$ cat src/rtl/led4_seq_ctrl.sv
// led4_seq_ctrl
//   Sequencer for the 4-LED pipe. Holds the LED pattern and advances it one
//   step every TICK_DIV clocks in the selected mode (rotate left, rotate
//   right, bounce, blink). start/stop strobes move it between IDLE, RUN and
//   HOLD.
//
// Ports
//   clock     in   1      system clock, rising edge
//   reset_n   in   1      asynchronous active-low reset
//   start     in   1      strobe: IDLE->RUN, HOLD->RUN
//   stop      in   1      strobe: RUN->HOLD, HOLD->IDLE (wins over start)
//   mode      in   2      0 rot-left, 1 rot-right, 2 bounce, 3 blink
//   mode_vld  in   1      load mode (honoured in IDLE only)
//   diode     out  LED_W  registered LED pattern
//   busy      out  1      high in RUN or HOLD
//   step      out  1      one-cycle pulse after each pattern advance
//
// Configuration
//   LED_SEQ_BOUNCE_EN  defined: mode 2 bounces between the end LEDs using a
//                      direction register. Undefined: no direction register,
//                      mode 2 behaves exactly like mode 0.
module led4_seq_ctrl #(
  parameter int LED_W    = 4,
  parameter int TICK_DIV = 25,
  parameter int CNT_W    = 5
) (
  input  logic             clock,
  input  logic             reset_n,
  input  logic             start,
  input  logic             stop,
  input  logic [1:0]       mode,
  input  logic             mode_vld,
  output logic [LED_W-1:0] diode,
  output logic             busy,
  output logic             step
);

  typedef enum logic [1:0] {
    IDLE = 2'd0,
    RUN  = 2'd1,
    HOLD = 2'd2
  } state_t;

  localparam logic [CNT_W-1:0] CNT_MAX = CNT_W'(TICK_DIV - 1);
  localparam logic [LED_W-1:0] LED_LSB = {{(LED_W-1){1'b0}}, 1'b1};
  localparam logic [LED_W-1:0] LED_MSB = {1'b1, {(LED_W-1){1'b0}}};

  state_t           state;
  logic [CNT_W-1:0] cnt;
  logic [1:0]       mode_r;
`ifdef LED_SEQ_BOUNCE_EN
  logic             dir_right;
`endif

  function automatic logic [LED_W-1:0] init_pattern(input logic [1:0] m);
    case (m)
      2'd1:    return LED_MSB;
      2'd3:    return '1;
      default: return LED_LSB;
    endcase
  endfunction

  function automatic logic [LED_W-1:0] rot_left(input logic [LED_W-1:0] p);
    return {p[LED_W-2:0], p[LED_W-1]};
  endfunction

  function automatic logic [LED_W-1:0] rot_right(input logic [LED_W-1:0] p);
    return {p[0], p[LED_W-1:1]};
  endfunction

  always_ff @(posedge clock or negedge reset_n) begin
    if (!reset_n) begin
      state     <= IDLE;
      diode     <= '0;
      busy      <= 1'b0;
      step      <= 1'b0;
      cnt       <= '0;
      mode_r    <= 2'd0;
`ifdef LED_SEQ_BOUNCE_EN
      dir_right <= 1'b0;
`endif
    end else begin
      case (state)
        IDLE: begin
          step  <= 1'b0;
          diode <= '0;
          if (mode_vld)
            mode_r <= mode;
          // stop has priority, so start+stop together leaves us idle
          if (start && !stop) begin
            state     <= RUN;
            busy      <= 1'b1;
            cnt       <= '0;
            diode     <= init_pattern(mode_vld ? mode : mode_r);
`ifdef LED_SEQ_BOUNCE_EN
            dir_right <= 1'b0;
`endif
          end
        end

        RUN: begin
          if (stop) begin
            // freeze pattern and prescaler where they are
            state <= HOLD;
            step  <= 1'b0;
          end else if (cnt == CNT_MAX) begin
            cnt  <= '0;
            step <= 1'b1;
            case (mode_r)
              2'd1: diode <= rot_right(diode);
              2'd3: diode <= ~diode;
`ifdef LED_SEQ_BOUNCE_EN
              2'd2: begin
                // turn around on the step that lands on an end LED so each
                // endpoint is shown exactly once per sweep
                if (!dir_right) begin
                  diode <= diode << 1;
                  if (diode[LED_W-2])
                    dir_right <= 1'b1;
                end else begin
                  diode <= diode >> 1;
                  if (diode[1])
                    dir_right <= 1'b0;
                end
              end
`endif
              default: diode <= rot_left(diode);
            endcase
          end else begin
            cnt  <= cnt + 1'b1;
            step <= 1'b0;
          end
        end

        HOLD: begin
          step <= 1'b0;
          if (stop) begin
            state <= IDLE;
            diode <= '0;
            cnt   <= '0;
            busy  <= 1'b0;
          end else if (start) begin
            // resume with the frozen prescaler value
            state <= RUN;
          end
        end

        default: begin
          state <= IDLE;
          diode <= '0;
          busy  <= 1'b0;
          step  <= 1'b0;
          cnt   <= '0;
        end
      endcase
    end
  end

endmodule

$ cat config.mk
export PLATFORM = sky130hd
export DESIGN_NAME = led4_seq_ctrl
export DESIGN_NICKNAME = d
export VERILOG_FILES = /design/src/rtl/led4_seq_ctrl.sv
export SDC_FILE = /design/constraint.sdc
export NUM_CORES = 1
export LEC_CHECK = 0
export CORE_ASPECT_RATIO = 1.25
export CORE_MARGIN = 8
export CORE_UTILIZATION = 30
export DETAILED_ROUTE_END_ITERATION = 6
export PLACE_DENSITY_LB_ADDON = 0.15
export SYNTH_ARGS = -nofsm -noshare
export SYNTH_HDL_FRONTEND = slang
export SYNTH_SLANG_ARGS = --single-unit
$ cat constraint.sdc
create_clock -name clock -period 2.75 [get_ports clock]
set_input_delay 0.55 -clock clock [delete_from_list [all_inputs] [get_ports clock]]
set_output_delay 0.55 -clock clock [all_outputs]
set_load 0.05 [all_outputs]
==> metrics.md <==
| Metric | Value |
|---|---|
| Outcome | `finished, final reports clean` |
| Cell Chain, Critical Path | `clkdlybuf4s50_1` |
| Post-route ant nets | `0` |
| Initial DRC count | `18` |
| Via density per instance | `5.03` |
| Clock root cell | `clkbuf_4` |
| Area growth, synth to finish | `16.9%` |
| Synth Warn # | `0` |
| Reg clk slew, reported paths | `0.09 ns` |
| Final setup fails | `0` |
| Max-slew violations | `0` |
| Crit path launch | `diode[0]` |
| Die width | `66.0 µm` |
| Vias in the first global route | `763` |
| Post-Syn Instances | `95` |
| Fin cells | `143` |
| Synthesized area | `938 µm²` |
| Vias | `720` |
| Gr usage total | `8.55%` |
| CP Buf/Inv Count | `1` |
| EDFF count, synth | `0` |
| Drt first pass iters | `3` |
| I/O Buffers | `12` |
| Starting density of the core | `31.6%` |
| WL per Instance | `13.7 µm` |
| Placement Rows | `22` |
| Worst path max stage delay | `0.84 ns` |
| Tmin final | `2.12 ns` |
| H-tree depth | `1` |
| CTS resizes | `0` |
| Antenna violations before repair | `0` |
| Clock Path Buffers | `2` |
| Power after layout | `620 µW` |
| # IOs | `13` |
| Detail Placement HPWL | `1.49 mm` |
| Post-synth top area share | `40.0%` |
| Max_slew headroom | `53.5%` |
| RSZ-0062 raised after global routing | `no` |
| Leading area contributor after synthesis | `dfrtp_1` |
| Setup slack, reg-to-reg | `0.98 ns` |
| Post-Route Utilization | `36.9%` |
| Cts hold-fix bufs | `0` |
| Main synth FF type | `dfrtp_1` |
| Die H | `78.5 µm` |
| Layout cells sized above 1 | `14.0%` |
| Die area | `0.00518 mm²` |
| Required @ worst endpoint | `2.20 ns` |
| VDD IR max | `300 µV` |
| Synth unique cells | `33` |
| Worst-Margin Slew | `0.695 ns` |
| Critical Path AT | `1.57 ns` |
| Slowest CP cell | `clkdlybuf4s50_1` |
| Hold_sp | `cnt[4]` |
| Syn_area_per_cell | `9.88 µm²` |
| Critical Path Start Type | `flip-flop` |
| Placed insts | `139` |
| Ranking of synthesized cells by area | `dfrtp_1, o21ai_0, mux2_4` |
| Max cap viols | `0` |
| Hold Vio Cnt, Final | `0` |
| CTS tree | `yes` |
| Hold crit path type | `reg2reg` |
| Period utilization | `77.0%` |
| Most frequent cells after synthesis | `dfrtp_1, o21ai_0, nand2_1, nand2b_1` |
| ANT cells | `0` |
| CTS Buf Count | `3` |
| FF+latch count, synth | `15` |
| Largest net degree at the start of global routing | `16` |
| Delay-heaviest family, CP | `buffers and inverters` |
| RR Startpoint | `cnt[0]` |
| Synth Net Count | `104` |
| Postcts setup bufs | `0` |
| Crit Path Class | `reg2out` |
| Grt ovf | `0` |
| Sequential area share after synthesis | `40.0%` |
| Leak | `0.000463 µW` |
| Clk_lat worst skew | `0.28 ns` |
| Placer congestion estimate | `0.806` |
| Async SR Flop Fraction | `100%` |
| # DRC | `0` |
| Setup Skew | `0.00234 ns` |
| DRT Wirelength | `1.97 mm` |
| Fmax | `472 MHz` |
| Final #Nets | `117` |
| PD cells | `565 mW/mm²` |
| CP max FO | `5` |
| Area of the core | `0.00297 mm²` |
| First-pass GRT wire length | `3.50 mm` |
| Setup TNS | `0 ns` |
| Sink Count | `15` |
| CP endpoint kind | `primary output` |
[where the power goes]
group	switching [µW]	leakage, µW	internal (µW)
clock	69.8	0.0000150	56.2
combinational	115	0.000251	91.9
sequential	41.3	0.000197	246
total	226	0.000463	394
[worst reg2reg max path: stages, from the launching register on]
cell     delay [ns]
dfrtp_1        0.42
inv_1          0.09
ha_1           0.14
and4b_2        0.32
nor2_4         0.06
and3b_4        0.34
mux2_4         0.31
[cell type report]
type                            instances  area [µm²]
Fill cell                             327        1880
Multi-Input combinational cell         72         515
Sequential cell                        15         375
Tap cell                               36        45.0
Inverter                                4        15.0
Timing Repair Buffer                   12         120
Clock buffer                            4        26.3
[metrics by stage]
stage | hold slack, ns | area (µm²) | setup slack (ns)
finish | 0.501 | 1100 | 0.631
global route | 0.552 | 1100 | 0.574
CTS | 0.492 | 1100 | 0.630
detailed placement | 0.479 | 1070 | 0.468
global placement | 0.476 | 1070 | 0.536
floorplan | 0.254 | 938 | 1.07
[cell families after synthesis]
| kind of cell | share of synthesized area [%] |
|---|---|
| multiplexers | 7.60 |
| buffers and inverters | 5.07 |
| flip-flops | 40.0 |
| AO/OA/AOI/OAI | 18.1 |
| adder cells (fa/ha/maj) | 2.67 |
| AND/OR/NAND/NOR | 26.5 |
[layout by cell type, fill, tap and decap left out, types with 2 or more instances in the layout]
master and count:
nor3b_1 2, inv_1 4, o21ai_0 15, o221ai_1 2, and2b_1 2, nand2_1 14, nor2_1 4, dfrtp_1 15
mux2_4 4, clkdlybuf4s50_1 12, ha_1 2, clkbuf_4 3, nand2b_1 6, a22o_1 3
[sequential cells by signal (all words and copies together) (netlist names)]
register  flops
diode         4
busy          1
cnt           5
step          1
mode_r        2
state         2
[worst paths after layout]
check	end	depth (start not counted)
worst max-delay path	diode[0]	1
worst min register to register	cnt[4]	1
min in group asynchronous	cnt[1]	1
max in group asynchronous	cnt[3]	1
worst min-delay path	cnt[4]	1
worst max register to register	diode[1]	6
[routing by layer]
layer	global-route usage (%)	part of all wire (%)
met1	10.3	47
met2	12.7	47
met3	3.41	4.9
met4	4.50	1.4
met5	0	0
Power figures use the tool's default switching activity.
